==> config.mk <==
export PLATFORM = sky130hd
export DESIGN_NAME = bpm_test_link_rx
export DESIGN_NICKNAME = d
export VERILOG_FILES = /design/src/rtl/bpm_test_link_rx.sv
export SDC_FILE = /design/constraint.sdc
export NUM_CORES = 1
export LEC_CHECK = 0
export ABC_CLOCK_PERIOD_IN_PS = 2580
export CORE_MARGIN = 2
export CORE_UTILIZATION = 40
export CTS_BUF_LIST = sky130_fd_sc_hd__clkbuf_4 sky130_fd_sc_hd__clkbuf_8
export DETAILED_ROUTE_END_ITERATION = 6
export GPL_TIMING_DRIVEN = 0
export HOLD_SLACK_MARGIN = 0.15
export PLACE_DENSITY = 0.71
export REMOVE_ABC_BUFFERS = 1
export SLEW_MARGIN = 20
export SYNTH_ARGS = -nofsm -noshare
export SYNTH_HDL_FRONTEND = slang
export SYNTH_SLANG_ARGS = --single-unit
==> constraint.sdc <==
create_clock -name auroraUserClk -period 2.58 [get_ports auroraUserClk]
set_clock_uncertainty 0.2 [all_clocks]
set_input_delay 0.516 -clock auroraUserClk [delete_from_list [all_inputs] [get_ports auroraUserClk]]
set_output_delay 0.516 -clock auroraUserClk [all_outputs]
set_load 0.02 [all_outputs]
==> src/rtl/bpm_test_link_rx.sv <==
// Receive-side parser for the BPM test link: checks header/payload framing on the
// Aurora RX stream, strobes out good packets and keeps per-FA-cycle bitmap and counters.
module bpm_test_link_rx #(
  parameter int                     MAGIC_WIDTH     = 16,
  parameter int                     MAGIC_START_BIT = 16,
  parameter int                     INDEX_WIDTH     = 5,
  parameter int                     INDEX_START_BIT = 10,
  parameter int                     NUM_DATA_WORDS  = 3,
  parameter logic [MAGIC_WIDTH-1:0] HEADER_MAGIC    = 16'hA5BE,
  parameter int                     COUNT_WIDTH     = 16
) (
  input  logic                         auroraUserClk,
  input  logic                         auroraResetN,
  input  logic                         auroraFAstrobe,
  input  logic [31:0]                  AXI_STREAM_RX_tdata,
  input  logic                         AXI_STREAM_RX_tvalid,
  input  logic                         AXI_STREAM_RX_tlast,
  output logic                         packetStrobe,
  output logic [INDEX_WIDTH-1:0]       packetIndex,
  output logic [32*NUM_DATA_WORDS-1:0] packetData,
  output logic                         statusStrobe,
  output logic [1:0]                   statusCode,
  output logic [2**INDEX_WIDTH-1:0]    cycleBitmap,
  output logic [COUNT_WIDTH-1:0]       goodCount,
  output logic [COUNT_WIDTH-1:0]       errorCount,
  output logic [1:0]                   fsm_state_o
);

  localparam int CW = (NUM_DATA_WORDS > 1) ? $clog2(NUM_DATA_WORDS) : 1;
  localparam int DW = 32 * NUM_DATA_WORDS;
  localparam int BW = 2 ** INDEX_WIDTH;
  localparam logic [CW-1:0] LAST_WORD = CW'(NUM_DATA_WORDS - 1);
  localparam logic [CW-1:0] WCNT_ONE  = CW'(1);

  localparam logic [1:0] ST_OK    = 2'd0;
  localparam logic [1:0] ST_MAGIC = 2'd1;
  localparam logic [1:0] ST_SHORT = 2'd2;
  localparam logic [1:0] ST_LONG  = 2'd3;

  typedef enum logic [1:0] {
    S_HEADER = 2'd0,
    S_DATA   = 2'd1,
    S_DROP   = 2'd2
  } state_t;

  state_t                 state_q, state_d;
  logic [INDEX_WIDTH-1:0] idx_q, idx_d;
  logic [CW-1:0]          wcnt_q, wcnt_d;
  logic [DW-1:0]          data_q, data_d;
  logic [1:0]             pend_q, pend_d;
  logic [BW-1:0]          work_q;

  logic                   done, good, magic_ok;
  logic [1:0]             code;
  logic [BW-1:0]          set_mask;

  assign magic_ok    = AXI_STREAM_RX_tdata[MAGIC_START_BIT +: MAGIC_WIDTH] == HEADER_MAGIC;
  assign fsm_state_o = state_q;

  // Stream handshake: a beat is any cycle with tvalid=1; there is no tready, every beat is consumed.
  always_comb begin
    state_d  = state_q;
    idx_d    = idx_q;
    wcnt_d   = wcnt_q;
    data_d   = data_q;
    pend_d   = pend_q;
    done     = 1'b0;
    good     = 1'b0;
    code     = ST_OK;
    set_mask = '0;
    if (AXI_STREAM_RX_tvalid) begin
      case (state_q)
        S_HEADER: begin
          if (AXI_STREAM_RX_tlast) begin
            done = 1'b1;
            code = magic_ok ? ST_SHORT : ST_MAGIC;
          end else if (magic_ok) begin
            idx_d   = AXI_STREAM_RX_tdata[INDEX_START_BIT +: INDEX_WIDTH];
            wcnt_d  = '0;
            state_d = S_DATA;
          end else begin
            pend_d  = ST_MAGIC;
            state_d = S_DROP;
          end
        end
        S_DATA: begin
          for (int w = 0; w < NUM_DATA_WORDS; w++) begin
            if (wcnt_q == CW'(w)) data_d[w*32 +: 32] = AXI_STREAM_RX_tdata;
          end
          wcnt_d = wcnt_q + WCNT_ONE;
          if (wcnt_q == LAST_WORD) begin
            if (AXI_STREAM_RX_tlast) begin
              done    = 1'b1;
              good    = 1'b1;
              state_d = S_HEADER;
            end else begin
              pend_d  = ST_LONG;
              state_d = S_DROP;
            end
          end else if (AXI_STREAM_RX_tlast) begin
            done    = 1'b1;
            code    = ST_SHORT;
            state_d = S_HEADER;
          end
        end
        S_DROP: begin
          if (AXI_STREAM_RX_tlast) begin
            done    = 1'b1;
            code    = pend_q;
            state_d = S_HEADER;
          end
        end
        default: state_d = S_HEADER;
      endcase
    end
    if (good) set_mask[idx_q] = 1'b1;
  end

  always_ff @(posedge auroraUserClk) begin
    if (!auroraResetN) begin
      state_q      <= S_HEADER;
      idx_q        <= '0;
      wcnt_q       <= '0;
      data_q       <= '0;
      pend_q       <= ST_OK;
      work_q       <= '0;
      packetStrobe <= 1'b0;
      packetIndex  <= '0;
      packetData   <= '0;
      statusStrobe <= 1'b0;
      statusCode   <= ST_OK;
      cycleBitmap  <= '0;
      goodCount    <= '0;
      errorCount   <= '0;
    end else begin
      state_q      <= state_d;
      idx_q        <= idx_d;
      wcnt_q       <= wcnt_d;
      data_q       <= data_d;
      pend_q       <= pend_d;
      packetStrobe <= good;
      statusStrobe <= done;
      if (done) statusCode <= code;
      if (good) begin
        packetIndex <= idx_q;
        packetData  <= data_d;
        if (goodCount != {COUNT_WIDTH{1'b1}}) goodCount <= goodCount + 1'b1;
      end
      if (done && !good && (errorCount != {COUNT_WIDTH{1'b1}})) errorCount <= errorCount + 1'b1;
      // A completion on the strobe edge belongs to the closing FA cycle.
      if (auroraFAstrobe) begin
        cycleBitmap <= work_q | set_mask;
        work_q      <= '0;
      end else begin
        work_q <= work_q | set_mask;
      end
    end
  end

endmodule

Yosys cells after proc, flatten, opt, wreduce, memory -nomap -nowiden:

Cells that the tools add are included.

* $add $sub $neg: 3
* eq/ne operators: 12
* bitwise operators: 3
* order comparisons: 2
* mux-type cells: 35
* reductions and logical operators: 14

Operators with widths (number)
* $mux W96: 2
* $mux W32: 4
* $mux W2: 17
* $add A16 B1 Y16 const B: 2
* $ne A16 B16 Y1 const B: 2
* $or A32 B32 Y32: 1
* $eq A16 B16 Y1 const B: 1
* $pmux W2 S3: 2
* $ne A2 B2 Y1 const B: 5
* $pmux W2 S2: 2
* $reduce_and A4 Y1: 2
* $mux W1: 7
* $lt A5 B6 Y1 const B: 1
* $reduce_and A6 Y1: 1
* $demux W1 S5: 1
* $ge A5 B1 Y1 const B: 1
* $eq A2 B1 Y1 const B: 2
* $eq A2 B2 Y1 const B: 2
* $logic_not A2 Y1: 2
* $reduce_and A2 Y1: 2
* $logic_and A1 B1 Y1: 3
* $reduce_or A3 Y1: 1
* $add A2 B1 Y2 const B: 1
* $not A1 Y1: 2
* 3 further kinds: 3

* output and inout port bits: 171
* word-level logic and storage cells: 83
* flip-flop bits (word level): 308
* bits of input ports: 37

Logic depth before layout (Yosys ltp):

* word-level depth: 7
* gate-level depth with buffers: 8
* gate-level depth less buffers: 6

Worst setup path after synthesis:

OpenSTA, ideal clock, no wires.

* kind: input to register
* start point: input AXI_STREAM_RX_tdata[28]
* end point: register wcnt_q[1]
* data required time: 2.250 ns
* setup time: 0.130 ns
* path buffers: 1
* arrival: 1.907 ns
* stages: 5
* slack: 0.342 ns
* path through: or4b_4 -> or4_4 -> buf_6 -> o211ai_2 -> a21oi_1

* word-level cells in the longest chain between the ends: 3

Ends and longest elaborated chain
* start, declared: RTL line 15 `input logic [31:0] AXI_STREAM_RX_tdata,`
* $eq A16 B16 Y1: RTL line 57 `assign magic_ok = AXI_STREAM_RX_tdata[MAGIC_START_BIT +: MAGIC_WIDTH] == HEADER_MAGIC;`
* $ne A2 B2 Y1 (no source line)
* $reduce_and A4 Y1 (no source line)
* end signal, assigned: RTL line 138 `wcnt_q <= wcnt_d;`
* end, declared: RTL line 48 `logic [CW-1:0] wcnt_q, wcnt_d;`

Every way passes these cells.
A chain may end at the register's enable or synchronous reset.

Worst setup path in the final report:

* start point: register state_q[1] (netlist: fsm_state_o[1])
* end point: output fsm_state_o[1]

RTL lines
* start, declared: RTL line 46 `state_t state_q, state_d;`
* start signal, assigned: RTL line 136 `state_q <= state_d;`
* end, declared: RTL line 26 `output logic [1:0] fsm_state_o`

No word-level cell between the ends.

==> impl_metrics.env <==
export IMPL_clockRootBuffer="clkbuf_8"
export IMPL_synth_edf_count=0
export IMPL_r2r_start="wcnt_q[1]$_SDFFE_PN0P_"
export IMPL_nets=1340
export IMPL_rows=58
export IMPL_rsz0062_at_grt="no"
export IMPL_avgSynthCellArea_um2=9.19
export IMPL_htree_levels=2
export IMPL_via_per_inst=5.24
export IMPL_finalWorstSetupSlack_ns=0.124
export IMPL_drt_iter0_drc=552
export IMPL_critPathKind="flip-flop to output port"
export IMPL_netlist_area_leader_share_pct=54.2
export IMPL_syn_inst=1109
export IMPL_cp_slowest_cell="clkdlybuf4s50_1"
export IMPL_synthFlopType="dfxtp_1"
export IMPL_initial_core_util_pct=40.6
export IMPL_critical_path_max_stage_delay_ns=0.70
export IMPL_netlist_area_um2=10200
export IMPL_async_reset_ff_share_pct=0
export IMPL_synthMuxAreaShare_pct=7.07
export IMPL_gp_congestion=0.790
export IMPL_p_per_area_nw_per_um2=638
export IMPL_grt_ovfl_total=0
export IMPL_cpLargestDelayFamily="buffers and inverters"
export IMPL_yosys_top_cells_area="dfxtp_1 (54%), mux2i_1 (7.1%), a21oi_1 (6.5%)"
export IMPL_critPathLaunch="fsm_state_o[1]$_SDFFE_PN0P_"
export IMPL_setup_viol=0
export IMPL_path_cells="clkdlybuf4s50_1"
export IMPL_io_buffers=207
export IMPL_fin_crit_ns=2.46
export IMPL_p_leak_uw=0.00508
export IMPL_clockBufferDepth=3
export IMPL_ir_drop_v=0.000481
export IMPL_synth_area_leader_cell="dfxtp_1"
export IMPL_grt_max_degree=100
export IMPL_cts_buffers=46
export IMPL_synth_seq_cells=276
export IMPL_synth_xor_area_share_pct=0
export IMPL_synth_seq_area_share_pct=54.2
export IMPL_synth_most_common_cell="dfxtp_1"
export IMPL_hp_class="primary input to flip-flop"
export IMPL_synth_cell_types=55
export IMPL_grt_pass1_wl_um=41500
export IMPL_clkLatencyLatePin_ns=0.55
export IMPL_pre_cts_ws_ns=-0.611
export IMPL_reg2regPathDepth=5
export IMPL_grt_pass1_vias=8075
export IMPL_worstMarginPinSlew_ns=1.05
export IMPL_cp_start_kind="flip-flop"
export IMPL_areaGrowthSynthToFinish_pct=34.2
export IMPL_p_total_uw=8740
export IMPL_crit_end="fsm_state_o[1]"
export IMPL_post_route_drc_count=0
export IMPL_r2r_end="goodCount[13]$_SDFFE_PN0P_"
export IMPL_clock_fmax_ghz=0.407
export IMPL_cp_data_arrival_time_ns=1.74
export IMPL_finalHoldViolations=0
export IMPL_coreArea_um2=25100
export IMPL_clkTransAtPathRegs_ns=0.06
export IMPL_synthTopCellsByCount="dfxtp_1 (276), nor2_1 (170), a21oi_1 (132), nand2_1 (101), mux2i_1 (72)"
export IMPL_cp_num_cells=1
export IMPL_tns_ns=0
export IMPL_final_max_slew_viol_count=0
export IMPL_tritoncts="done"
export IMPL_synth_compound_area_share_pct=16.8
export IMPL_critPathMaxFanout=15
export IMPL_synth_top_family_by_area="simple AND/OR/NAND/NOR gates"
export IMPL_ios=208
export IMPL_synth_simple_gate_area_share_pct=17.5
export IMPL_die_area_um2=26800
export IMPL_die_h_um=164
export IMPL_grtUsageTotal_pct=19.0
export IMPL_dpl_hpwl_um=17300
export IMPL_worst_setup_path_end_kind="output port"
export IMPL_slew_headroom_pct=29.4
export IMPL_postRouteAntennaNets=0
export IMPL_cts_sinks=276
export IMPL_wirelength_um=26400
export IMPL_yosys_warnings=0
export IMPL_drive_above_1_share_pct=9.24
export IMPL_vias=8709
export IMPL_chipWidth_um=164
export IMPL_outcome="completed"
export IMPL_antenna_found_initial=0
export IMPL_r2r_slack_ns=0.14
export IMPL_wl_per_cell_um=15.9
export IMPL_postCtsHoldBufs=0
export IMPL_dr_pass1_iters=5
export IMPL_period_share_pct=95.2
export IMPL_cp_required_ns=1.86
export IMPL_diodes=0
export IMPL_max_cap_violations=0
export IMPL_critPathBufInv=1
export IMPL_synth_fa_ha_area_share_pct=0.614
==> through the flow <==
step                std cells  hold WS, ns  instance area, um2  util (%)
floorplan                1027        0.224                9840         -
global route             1661        0.203               13700      54.5
detailed placement       1575        0.248               12600      50.2
finish                   1661        0.199               13700      54.5
CTS                      1656        0.168               13600      54.2
global placement         1564        0.239               12300      49.1
==> kinds of logic (layout without fill, tap and decap cells) <==
| family | after synthesis | count (layout) |
|---|---|---|
| AO/OA/AOI/OAI | 285 | 285 |
| adder cells (fa/ha/maj) | 5 | 5 |
| buffers and inverters | 92 | 313 |
| flip-flops | 276 | 276 |
| multiplexers | 72 | 72 |
| AND/OR/NAND/NOR | 379 | 380 |
==> layout by cell type, fill, tap and decap left out, drive strengths merged, types with 4 or more instances in the layout <==
cell type / n
clkbuf: 69
and4: 6
and3: 4
nor3: 7
nand4: 10
inv: 11
nand2: 101
nand4b: 4
o31ai: 16
nor3b: 4
clkdlybuf4s50: 203
mux2i: 72
nor4: 7
o21ai: 51
nor2: 171
ha: 5
or4: 17
dfxtp: 276
or3: 8
nand3: 19
buf: 17
clkinv: 7
a31oi: 4
a211oi: 69
a21oi: 132
nand2b: 10
==> repair_timing <==
item,CTS,global route
endpoints found under the setup margin,35,44
pin swaps,0,1
cloned,0,1
buffers inserted,0,4
gates resized for setup,4,5
==> report_power, final <==
group	internal (uW)	total (uW)	switching, uW	leakage, uW
clock	2340	4070	1730	0.000520
combinational	142	353	212	0.00233
sequential	4290	4320	22.7	0.00223
==> worst min-delay path by stage <==
stage,end,startpoint,cells after the start
after global placement,work_q[31]$_SDFF_PP0_,work_q[31]$_SDFF_PP0_,2
after CTS,cycleBitmap[3]$_SDFFE_PN0P_,auroraFAstrobe,2
after global routing,cycleBitmap[27]$_SDFFE_PN0P_,auroraFAstrobe,2
final,cycleBitmap[27]$_SDFFE_PN0P_,auroraFAstrobe,2
after floorplan,work_q[31]$_SDFF_PP0_,work_q[31]$_SDFF_PP0_,2
after detailed placement,packetData[92]$_SDFFE_PN0P_,packetData[92]$_SDFFE_PN0P_,2
==> area by class of cell <==
type	instances	area, um2
clock buffers	69	862
repair buffers	222	2360
clock inverters	12	119
flip-flops and latches	276	5530
fillers	2267	11400
well taps	330	413
inverters	10	45.0
multi-input cells	742	4360
==> sequential cells by signal, indices dropped and copies added, names as in the netlist, 2 cells and up <==
register	flops
cycleBitmap	32
idx_q	5
pend_q	2
statusCode	2
packetIndex	5
wcnt_q	2
goodCount	16
data_q	64
errorCount	16
work_q	32
fsm_state_o	2
packetData	96
==> per-layer routing <==
metal / part of all wire, % / GRT usage (%) / vias to the layer above
met1: 45 / 24.2 / 4129
met5: 0 / 0 / -
met2: 46 / 30.4 / 222
met4: 2.0 / 5.70 / 0
li1: - / - / 4317
met3: 7.7 / 6.32 / 41
Note: power is estimated with default switching activity, not from simulation.
